**src/rtl/edge_sobel_3x3_if.sv**
```systemverilog
`default_nettype none
// +----------------------------------------------------------------------------+
// | Module      : edge_sobel_3x3_if                                            |
// | Description : Matrix-in / result-out handshake bundle for the Sobel stage. |
// |               Signal names are from the filter's point of view.            |
// | Revision    : 1.0 - initial release                                        |
// +----------------------------------------------------------------------------+
interface edge_sobel_3x3_if #(
  parameter int P_PIXEL_DEPTH = 8
);
  logic [8*P_PIXEL_DEPTH-1:0] i_pixel_matrix;
  logic [P_PIXEL_DEPTH-1:0]   i_threshold;
  logic                       i_valid;
  logic                       o_ready;
  logic                       i_ready;
  logic                       o_valid;
  logic [P_PIXEL_DEPTH-1:0]   o_magnitude;
  logic                       o_edge;

  // Filter side: consumes matrices, produces results.
  modport slave (
    input  i_pixel_matrix,
    input  i_threshold,
    input  i_valid,
    input  i_ready,
    output o_ready,
    output o_valid,
    output o_magnitude,
    output o_edge
  );

  // Environment side: supplies matrices, collects results.
  modport master (
    output i_pixel_matrix,
    output i_threshold,
    output i_valid,
    output i_ready,
    input  o_ready,
    input  o_valid,
    input  o_magnitude,
    input  o_edge
  );
endinterface
`default_nettype wire

```
**src/rtl/edge_sobel_3x3.sv**
```systemverilog
`default_nettype none
// +----------------------------------------------------------------------------+
// | Module      : edge_sobel_3x3                                               |
// | Description : 3-stage pipelined Sobel gradient magnitude with threshold.   |
// |               S1 captures the 8-neighbour matrix, S2 holds Gx/Gy, S3 holds |
// |               the saturated |Gx|+|Gy| and the edge flag.                   |
// | Revision    : 1.0 - initial release                                        |
// +----------------------------------------------------------------------------+
module edge_sobel_3x3 #(
  parameter int P_PIXEL_DEPTH = 8
) (
  input  logic              i_clk,
  input  logic              i_reset,
  edge_sobel_3x3_if.slave   bus
);

  // Gradients span +/-4*(2^N-1), which needs N+3 signed bits.
  localparam int c_grad_w = P_PIXEL_DEPTH + 3;
  localparam logic [P_PIXEL_DEPTH-1:0] c_pix_max = '1;

  logic                       r_s1_valid;
  logic [8*P_PIXEL_DEPTH-1:0] r_s1_matrix;
  logic [P_PIXEL_DEPTH-1:0]   r_s1_threshold;

  logic                       r_s2_valid;
  logic signed [c_grad_w-1:0] r_s2_gx;
  logic signed [c_grad_w-1:0] r_s2_gy;
  logic [P_PIXEL_DEPTH-1:0]   r_s2_threshold;

  logic                       r_s3_valid;
  logic [P_PIXEL_DEPTH-1:0]   r_s3_magnitude;
  logic                       r_s3_edge;

  logic                       w_advance;
  logic [c_grad_w-1:0]        w_px [8];
  logic signed [c_grad_w-1:0] w_gx;
  logic signed [c_grad_w-1:0] w_gy;
  logic [c_grad_w-1:0]        w_abs_gx;
  logic [c_grad_w-1:0]        w_abs_gy;
  logic [c_grad_w-1:0]        w_raw;
  logic [P_PIXEL_DEPTH-1:0]   w_sat;
  logic                       w_edge;

  // The whole pipe moves as one: it advances unless a result is waiting
  // on a downstream that is not ready.
  assign w_advance   = !r_s3_valid || bus.i_ready;
  assign bus.o_ready = w_advance;
  assign bus.o_valid = r_s3_valid;
  assign bus.o_magnitude = r_s3_magnitude;
  assign bus.o_edge  = r_s3_edge;

  // Split the packed matrix, zero-extended to gradient width.
  // Index: 0 tl, 1 t, 2 tr, 3 ml, 4 mr, 5 bl, 6 b, 7 br.
  generate
    for (genvar k = 0; k < 8; k++) begin : g_unpack
      assign w_px[k] = {3'b000, r_s1_matrix[(7-k)*P_PIXEL_DEPTH +: P_PIXEL_DEPTH]};
    end
  endgenerate

  // Sobel kernels; the two's-complement wrap of the subtraction is exact
  // because the true result always fits in c_grad_w signed bits.
  assign w_gx = (w_px[2] + (w_px[4] << 1) + w_px[7])
              - (w_px[0] + (w_px[3] << 1) + w_px[5]);
  assign w_gy = (w_px[5] + (w_px[6] << 1) + w_px[7])
              - (w_px[0] + (w_px[1] << 1) + w_px[2]);

  // L1 magnitude, clamped to the pixel range, then thresholded.
  assign w_abs_gx = r_s2_gx[c_grad_w-1] ? -r_s2_gx : r_s2_gx;
  assign w_abs_gy = r_s2_gy[c_grad_w-1] ? -r_s2_gy : r_s2_gy;
  assign w_raw    = w_abs_gx + w_abs_gy;
  assign w_sat    = (w_raw[c_grad_w-1:P_PIXEL_DEPTH] != '0) ? c_pix_max
                                                            : w_raw[P_PIXEL_DEPTH-1:0];
  assign w_edge   = (w_sat >= r_s2_threshold);

  // S1: capture matrix and threshold; bubbles leave the data untouched.
  always_ff @(posedge i_clk or negedge i_reset) begin
    if (!i_reset) begin
      r_s1_valid     <= 1'b0;
      r_s1_matrix    <= '0;
      r_s1_threshold <= '0;
    end else if (w_advance) begin
      r_s1_valid <= bus.i_valid;
      if (bus.i_valid) begin
        r_s1_matrix    <= bus.i_pixel_matrix;
        r_s1_threshold <= bus.i_threshold;
      end
    end
  end

  // S2: register the signed gradients alongside their threshold.
  always_ff @(posedge i_clk or negedge i_reset) begin
    if (!i_reset) begin
      r_s2_valid     <= 1'b0;
      r_s2_gx        <= '0;
      r_s2_gy        <= '0;
      r_s2_threshold <= '0;
    end else if (w_advance) begin
      r_s2_valid <= r_s1_valid;
      if (r_s1_valid) begin
        r_s2_gx        <= w_gx;
        r_s2_gy        <= w_gy;
        r_s2_threshold <= r_s1_threshold;
      end
    end
  end

  // S3: output register; holds the last result through bubbles and stalls.
  always_ff @(posedge i_clk or negedge i_reset) begin
    if (!i_reset) begin
      r_s3_valid     <= 1'b0;
      r_s3_magnitude <= '0;
      r_s3_edge      <= 1'b0;
    end else if (w_advance) begin
      r_s3_valid <= r_s2_valid;
      if (r_s2_valid) begin
        r_s3_magnitude <= w_sat;
        r_s3_edge      <= w_edge;
      end
    end
  end

endmodule
`default_nettype wire

```
**src/flat_wrapper.sv**
```systemverilog
// flat-port wrapper written by rule: the top's interface ports become plain ports
module edge_sobel_3x3_flat 
#(
  parameter int P_PIXEL_DEPTH = 8
)
  (i_clk, i_reset, bus_i_pixel_matrix, bus_i_threshold, bus_i_valid, bus_i_ready, bus_o_ready, bus_o_valid, bus_o_magnitude, bus_o_edge);
  edge_sobel_3x3_if #(.P_PIXEL_DEPTH(P_PIXEL_DEPTH)) bus_i ();
  input  logic i_clk;
  input  logic i_reset;
  input wire logic [$bits(bus_i.i_pixel_matrix)-1:0] bus_i_pixel_matrix;
  input wire logic [$bits(bus_i.i_threshold)-1:0] bus_i_threshold;
  input wire logic [$bits(bus_i.i_valid)-1:0] bus_i_valid;
  input wire logic [$bits(bus_i.i_ready)-1:0] bus_i_ready;
  output wire logic [$bits(bus_i.o_ready)-1:0] bus_o_ready;
  output wire logic [$bits(bus_i.o_valid)-1:0] bus_o_valid;
  output wire logic [$bits(bus_i.o_magnitude)-1:0] bus_o_magnitude;
  output wire logic [$bits(bus_i.o_edge)-1:0] bus_o_edge;
  assign bus_i.i_pixel_matrix = bus_i_pixel_matrix;
  assign bus_i.i_threshold = bus_i_threshold;
  assign bus_i.i_valid = bus_i_valid;
  assign bus_i.i_ready = bus_i_ready;
  assign bus_o_ready = bus_i.o_ready;
  assign bus_o_valid = bus_i.o_valid;
  assign bus_o_magnitude = bus_i.o_magnitude;
  assign bus_o_edge = bus_i.o_edge;
  edge_sobel_3x3 #(.P_PIXEL_DEPTH(P_PIXEL_DEPTH)) u_core (.i_clk(i_clk), .i_reset(i_reset), .bus(bus_i));
endmodule
```
**config.mk**
```make
export PLATFORM = sky130hd
export DESIGN_NAME = edge_sobel_3x3_flat
export DESIGN_NICKNAME = d
export VERILOG_FILES = /design/src/rtl/edge_sobel_3x3_if.sv /design/src/rtl/edge_sobel_3x3.sv /design/src/flat_wrapper.sv
export SDC_FILE = /design/constraint.sdc
export NUM_CORES = 1
export LEC_CHECK = 0
export CORE_ASPECT_RATIO = 1.25
export CORE_MARGIN = 2
export CORE_UTILIZATION = 58
export CTS_CLUSTER_SIZE = 24
export DETAILED_ROUTE_END_ITERATION = 16
export PLACE_DENSITY = 0.85
export SYNTH_ARGS = -nofsm -noshare
export SYNTH_HDL_FRONTEND = slang
export SYNTH_SLANG_ARGS = --single-unit
```
**constraint.sdc**
```tcl
create_clock -name i_clk -period 5.3 [get_ports i_clk]
set_input_delay 1.06 -clock i_clk [delete_from_list [all_inputs] [get_ports i_clk]]
set_output_delay 1.06 -clock i_clk [all_outputs]
set_load 0.05 [all_outputs]
```
# Word level (Yosys, flattened, before mapping)
# Cells that the tools add are included.
dict set report op_classes {
  addsub 13
  magnitude_cmp 1
  muxes 3
  n_reduce_logical 6
}
# op count
set op_table {}
lappend op_table {{11-bit by 8-bit adder with 11-bit output} 4}
lappend op_table {{8-bit by 9-bit adder with 10-bit output} 4}
lappend op_table {{11-bit 2-to-1 mux} 2}
lappend op_table {{11-bit negation} 2}
lappend op_table {{11-bit subtractor} 2}
lappend op_table {{11-bit adder} 1}
lappend op_table {{8-bit >= comparator} 1}
lappend op_table {{8-bit 2-to-1 mux} 1}
lappend op_table {{2-bit AND reduction} 3}
lappend op_table {{3-bit nonzero test} 1}
lappend op_table {{1-bit logical NOT} 1}
lappend op_table {{1-bit logical OR} 1}
dict set report word_totals {
  register_bits 114
}

# Logic depth before layout (Yosys ltp)
dict set report logic_depth {
  depth_word 6
  mapped_depth 22
  mapped_depth_nobuf 22
}

# Least setup slack after synthesis
# Ideal clock, no wire load.
dict set report synth_path {
  path_type {register to register}
  start {register u_core.r_s1_matrix[57]}
  end {register u_core.r_s2_gx[10]}
  t_arrival_ns 3.940
  t_required_ns 5.167
  setup_slack_ns 1.226
  stages_incl_launch_ff 19
  n_path_buf 0
  period_less_slack_ns 4.074
  cell_sequence {dfrtp_1 -> ha_1 -> inv_1 -> fa_1 -> nor2b_1 -> o21ai_0 -> a21boi_0 -> nor2_1 -> fa_1 -> inv_1 -> fa_1 -> ha_1 -> or2_2 -> a21o_1 -> a21o_1 -> a21boi_0 -> a31oi_1 -> xnor2_1 -> o21ai_0}
}
dict set report synth_via {
  elab_chain_len 3
}
# element line_no
set synth_lines {}
lappend synth_lines {{from (decl)} edge_sobel_3x3.sv:22} ;# logic [8*P_PIXEL_DEPTH-1:0] r_s1_matrix;
lappend synth_lines {{from (signal assigned)} edge_sobel_3x3.sv:84} ;# r_s1_matrix <= bus.i_pixel_matrix;
lappend synth_lines {{8-bit by 9-bit adder with 10-bit output} edge_sobel_3x3.sv:63} ;# - (w_px[0] + (w_px[3] << 1) + w_px[5]);
lappend synth_lines {{11-bit by 8-bit adder with 11-bit output} edge_sobel_3x3.sv:63}
lappend synth_lines {{11-bit subtractor} edge_sobel_3x3.sv:63}
lappend synth_lines {{to (signal assigned)} edge_sobel_3x3.sv:100} ;# r_s2_gx <= w_gx;
lappend synth_lines {{to (decl)} edge_sobel_3x3.sv:26} ;# logic signed [c_grad_w-1:0] r_s2_gx;
# Every way passes these cells.
# A chain may end at the register's enable or synchronous reset.

# Final worst setup path
dict set report layout_path {
  start {register u_core.r_s1_matrix[57]}
  end {register u_core.r_s2_gy[10]}
}
dict set report layout_via {
  elab_chain_len 3
}
# element line_no
set layout_lines {}
lappend layout_lines {{8-bit by 9-bit adder with 10-bit output} edge_sobel_3x3.sv:65} ;# - (w_px[0] + (w_px[1] << 1) + w_px[2]);
lappend layout_lines {{11-bit by 8-bit adder with 11-bit output} edge_sobel_3x3.sv:65}
lappend layout_lines {{11-bit subtractor} edge_sobel_3x3.sv:65}
lappend layout_lines {{to (signal assigned)} edge_sobel_3x3.sv:101} ;# r_s2_gy <= w_gy;
lappend layout_lines {{to (decl)} edge_sobel_3x3.sv:27} ;# logic signed [c_grad_w-1:0] r_s2_gy;
# Every way passes these cells.

==> flow_summary.rst <==
.. list-table::
   :header-rows: 1

   * - Metric
     - Value
   * - Met1 WL
     - approximately 6.5 mm
   * - Max frequency
     - ~210 MHz
   * - Average wire length per cell after detail routing
     - approximately 17 µm
   * - Detailed-placement wirelength estimate
     - between 10 and 15 mm
   * - Final estimated routing congestion in global placement
     - 0.9216
   * - Data required, critical path
     - between 5 and 6 ns
   * - Kind of start point of the critical path
     - flop
   * - Part of the cycle the worst path needs
     - about nine tenths
   * - Most common cell after layout, fill and taps aside
     - sky130_fd_sc_hd__dfrtp_1
   * - Max layer used
     - met4
   * - Skew final
     - 0.007944 ns
   * - Syn nets
     - slightly above 900
   * - Top-Level Pins
     - between 80 and 90
   * - Clock-pin slew on the worst setup and hold paths
     - roughly 0.050 ns
   * - Std-Cell Rows
     - 47
   * - Post-synthesis area per instance
     - between 10 and 15 µm²
   * - Cell at the root of the clock tree
     - sky130_fd_sc_hd__clkbuf_16
   * - Actual transition at the worst max-transition pin
     - roughly 1.2 ns
   * - Amount of wire on met3 after detailed routing
     - 619 µm
   * - Tightest Hold Check Type
     - flop to flop
   * - Total overflow reported by the global router
     - 0
   * - Worst setup path startpoint
     - u_core.r_s1_matrix[57]$_DFFE_PN0P_
   * - Initial antenna violation count
     - 0
   * - Number of iterations in the first detailed-routing pass
     - 4
   * - Later-pin clock latency in the skew report
     - approximately 0.41 ns
   * - Largest fanout of any net on the critical path
     - 3
   * - Max-Slew Margin vs Limit
     - between 20% and 30%
   * - Count of H-tree levels built during CTS
     - 4
   * - Overall Global Routing Usage
     - between 20% and 30%
   * - Fraction of the yosys area taken by sequential cells
     - 35.78%
   * - Clock tree from TritonCTS
     - done
   * - Setup repair after global routing missed its margin
     - false
   * - Leading register cell type out of synthesis
     - sky130_fd_sc_hd__dfrtp_1
   * - Resized cells post-CTS
     - 0
   * - Number of failing setup endpoints in the final timing report
     - 0
   * - Critical Path AT
     - roughly 5.0 ns
   * - End of the worst register-to-register path
     - u_core.r_s2_gy[10]$_DFFE_PN0P_
   * - Distinct cell type count of the synthesized netlist
     - 55
   * - Layout overhead on the synthesized area
     - 21.34%
   * - Number of diodes
     - 0
   * - Horiz. Die Dim
     - around 110 µm
   * - Top library cells by usage in the layout, fill and taps aside
     - 114 x sky130_fd_sc_hd__dfrtp_1, 85 x sky130_fd_sc_hd__clkdlybuf4s50_1, 82 x sky130_fd_sc_hd__mux2_2, 80 x sky130_fd_sc_hd__inv_1, 77 x sky130_fd_sc_hd__ha_1
   * - Min-delay src
     - u_core.r_s2_valid$_DFFE_PN0N_
   * - Critical path class
     - flop to flop
   * - Number of enable flip-flop cells after synthesis
     - 0
   * - Total number of clock tree sinks
     - about 110
   * - Share of cells above drive strength 1
     - around 17%
   * - Max-cap violation count
     - 0
   * - Vias
     - between 5k and 6k
   * - Gate count after technology mapping
     - roughly 740
   * - Quantity of I/O buffers inserted on ports
     - 86
   * - Global-route wire length before repair
     - between 20 and 30 mm
   * - Capture point of the critical path
     - u_core.r_s2_gy[10]$_DFFE_PN0P_
   * - Routed via count divided by cell count
     - 5.643
   * - Wire length on met2
     - 9.249 mm
   * - Maximum number of pins on one net before global-route repair
     - 74
   * - Outcome
     - finished clean
   * - Total negative slack for setup checks
     - 0 ns
   * - Synthesis-stage register bit count
     - around 110
   * - Synthesis warning total
     - 0
   * - NumNets Final
     - approximately 1.0k
   * - Number of buffers added for setup after CTS
     - 0
   * - Clock buffers created by TritonCTS
     - 17
   * - Post-Place Cells
     - 980
   * - Critical R2R Launch
     - u_core.r_s1_matrix[57]$_DFFE_PN0P_
   * - Area enclosed by the die boundary
     - around 15000 µm²
   * - Initial core utilization
     - approximately three fifths
   * - Final period demand of the worst path
     - 4.771 ns
   * - Post-route design area
     - 9676 µm²
   * - Number of failing hold endpoints at the final stage
     - 0
   * - Final non-filler cell total
     - between 1k and 1.5k
   * - Number of remaining DRC errors
     - 0
   * - Number of hold-repair buffers added at the cts stage
     - 0
   * - Summed instance area of the synthesized netlist
     - between 7000 and 8000 µm²
   * - Final max-slew violation count
     - 0
   * - Placed standard-cell area
     - approximately 9000 µm²
   * - Number of global-route vias before repair
     - 6203
   * - FFs w/ async S/R, synth
     - 100.0%
   * - Vertical die dimension
     - between 100 and 150 µm
   * - Core region area
     - about 13000 µm²
   * - Worst-case register-to-register setup slack
     - between 0.5 and 0.6 ns
   * - First DRT Iteration DRCs
     - about 230
   * - CP Capture Type
     - flop
   * - Routed Wire Length
     - roughly 17 mm
   * - Worst r2r path cells
     - 17
   * - Maximum root-to-sink buffer count
     - 2
   * - Remaining antenna violation count after routing
     - 0
==> sequential cells by signal, indices dropped and copies added, names as in the netlist <==
signal / count
u_core.r_s1_valid: 1
u_core.r_s1_matrix: 64
u_core.bus.o_valid: 1
u_core.r_s2_valid: 1
u_core.r_s2_gx: 11
u_core.r_s1_threshold: 8
u_core.r_s2_threshold: 8
u_core.bus.o_edge: 1
u_core.bus.o_magnitude: 8
u_core.r_s2_gy: 11
==> final cells by class <==
| class | count | area (µm²) |
|---|---|---|
| clock inverters | 9 | 175.2 |
| repair buffers | 91 | 895.9 |
| multi-input cells | 524 | 4743 |
| well taps | 171 | 214.0 |
| flip-flops and latches | 114 | 2853 |
| clock buffers | 22 | 494.2 |
| fillers | 891 | 3674 |
| inverters | 80 | 300.3 |
==> metal layers <==
metal | GRT usage (%) | up-vias
li1 | - | 2713
met1 | 28.25 | 2780
met2 | 45.72 | 153
met3 | 4.488 | 59
met4 | 15.53 | 0
met5 | 0 | -
==> critical path, cell delays in order (launching register included) <==
cell                       delay [ns]
sky130_fd_sc_hd__dfrtp_1         0.37
sky130_fd_sc_hd__ha_1            0.18
sky130_fd_sc_hd__inv_1           0.06
sky130_fd_sc_hd__fa_1            0.40
sky130_fd_sc_hd__nor2b_1         0.15
sky130_fd_sc_hd__o21ai_0         0.15
sky130_fd_sc_hd__a21boi_0        0.35
sky130_fd_sc_hd__o21ai_0         0.13
sky130_fd_sc_hd__nand2b_1        0.13
sky130_fd_sc_hd__xor2_1          0.27
sky130_fd_sc_hd__fa_1            0.48
sky130_fd_sc_hd__inv_1           0.10
sky130_fd_sc_hd__fa_1            0.42
sky130_fd_sc_hd__ha_1            0.24
sky130_fd_sc_hd__o41ai_1         0.57
sky130_fd_sc_hd__o21ai_0         0.23
sky130_fd_sc_hd__xnor2_1         0.22
sky130_fd_sc_hd__o21ai_0         0.12
==> cells by family after synthesis <==
logic type	Yosys count	share of synthesized area (%)
XOR/XNOR	68	7.563
buffers and inverters	99	4.770
flip-flops	114	35.78
multiplexers	82	11.58
AO/OA/AOI/OAI	133	11.03
adder cells (fa/ha/maj)	114	21.37
AND/OR/NAND/NOR	127	7.909
==> synth_stat cells (2+ instances only) <==
master / count / area, µm²
sky130_fd_sc_hd__a41oi_2: 2 / 32.53
sky130_fd_sc_hd__xnor2_1: 44 / 385.4
sky130_fd_sc_hd__clkbuf_1: 15 / 56.30
sky130_fd_sc_hd__o21bai_1: 5 / 37.54
sky130_fd_sc_hd__or2_2: 2 / 12.51
sky130_fd_sc_hd__o21ai_1: 2 / 10.01
sky130_fd_sc_hd__nor2b_1: 8 / 50.05
sky130_fd_sc_hd__a41oi_1: 6 / 52.55
sky130_fd_sc_hd__o21ai_0: 45 / 225.2
sky130_fd_sc_hd__fa_1: 37 / 740.7
sky130_fd_sc_hd__nor3_2: 2 / 20.02
sky130_fd_sc_hd__buf_1: 2 / 7.510
sky130_fd_sc_hd__a31oi_1: 6 / 37.54
sky130_fd_sc_hd__mux2_2: 82 / 923.4
sky130_fd_sc_hd__and2_1: 2 / 12.51
sky130_fd_sc_hd__o21a_1: 2 / 15.01
sky130_fd_sc_hd__nand3_1: 11 / 55.05
sky130_fd_sc_hd__a21boi_0: 4 / 30.03
sky130_fd_sc_hd__a21oi_1: 27 / 135.1
sky130_fd_sc_hd__a31o_2: 2 / 17.52
sky130_fd_sc_hd__dfrtp_1: 114 / 2853
sky130_fd_sc_hd__inv_1: 80 / 300.3
sky130_fd_sc_hd__nand2b_1: 10 / 62.56
sky130_fd_sc_hd__nor2_1: 27 / 101.4
sky130_fd_sc_hd__nor3_1: 4 / 20.02
sky130_fd_sc_hd__a21o_1: 15 / 112.6
sky130_fd_sc_hd__o31ai_1: 6 / 45.04
sky130_fd_sc_hd__ha_1: 77 / 963.4
sky130_fd_sc_hd__nand2_1: 49 / 183.9
sky130_fd_sc_hd__a211oi_1: 2 / 15.01
sky130_fd_sc_hd__xor2_1: 23 / 201.4
==> worst min-delay path by stage <==
stage / end / slack [ns] / cells past startpoint
floorplan: u_core.bus.o_valid$_DFFE_PN0N_ / 0.45 / 2
global placement: u_core.bus.o_valid$_DFFE_PN0N_ / 0.47 / 2
detailed placement: u_core.bus.o_valid$_DFFE_PN0N_ / 0.48 / 2
CTS: u_core.bus.o_valid$_DFFE_PN0N_ / 0.49 / 2
global route: u_core.bus.o_valid$_DFFE_PN0N_ / 0.52 / 2
finish: u_core.bus.o_valid$_DFFE_PN0N_ / 0.49 / 2
==> metrics by stage <==
stage	utilization [%]	setup slack (ns)	hold slack, ns
after floorplan	-	1.226	0.4507
after global placement	67.47	0.9267	0.4702
after detailed placement	67.47	0.7912	0.4755
after CTS	72.48	0.5054	0.4887
after global routing	72.48	0.2547	0.5228
final	72.48	0.5292	0.4944
Power is not shown: default switching activity piles up to over one toggle a cycle in this logic, so the estimate is an artifact.
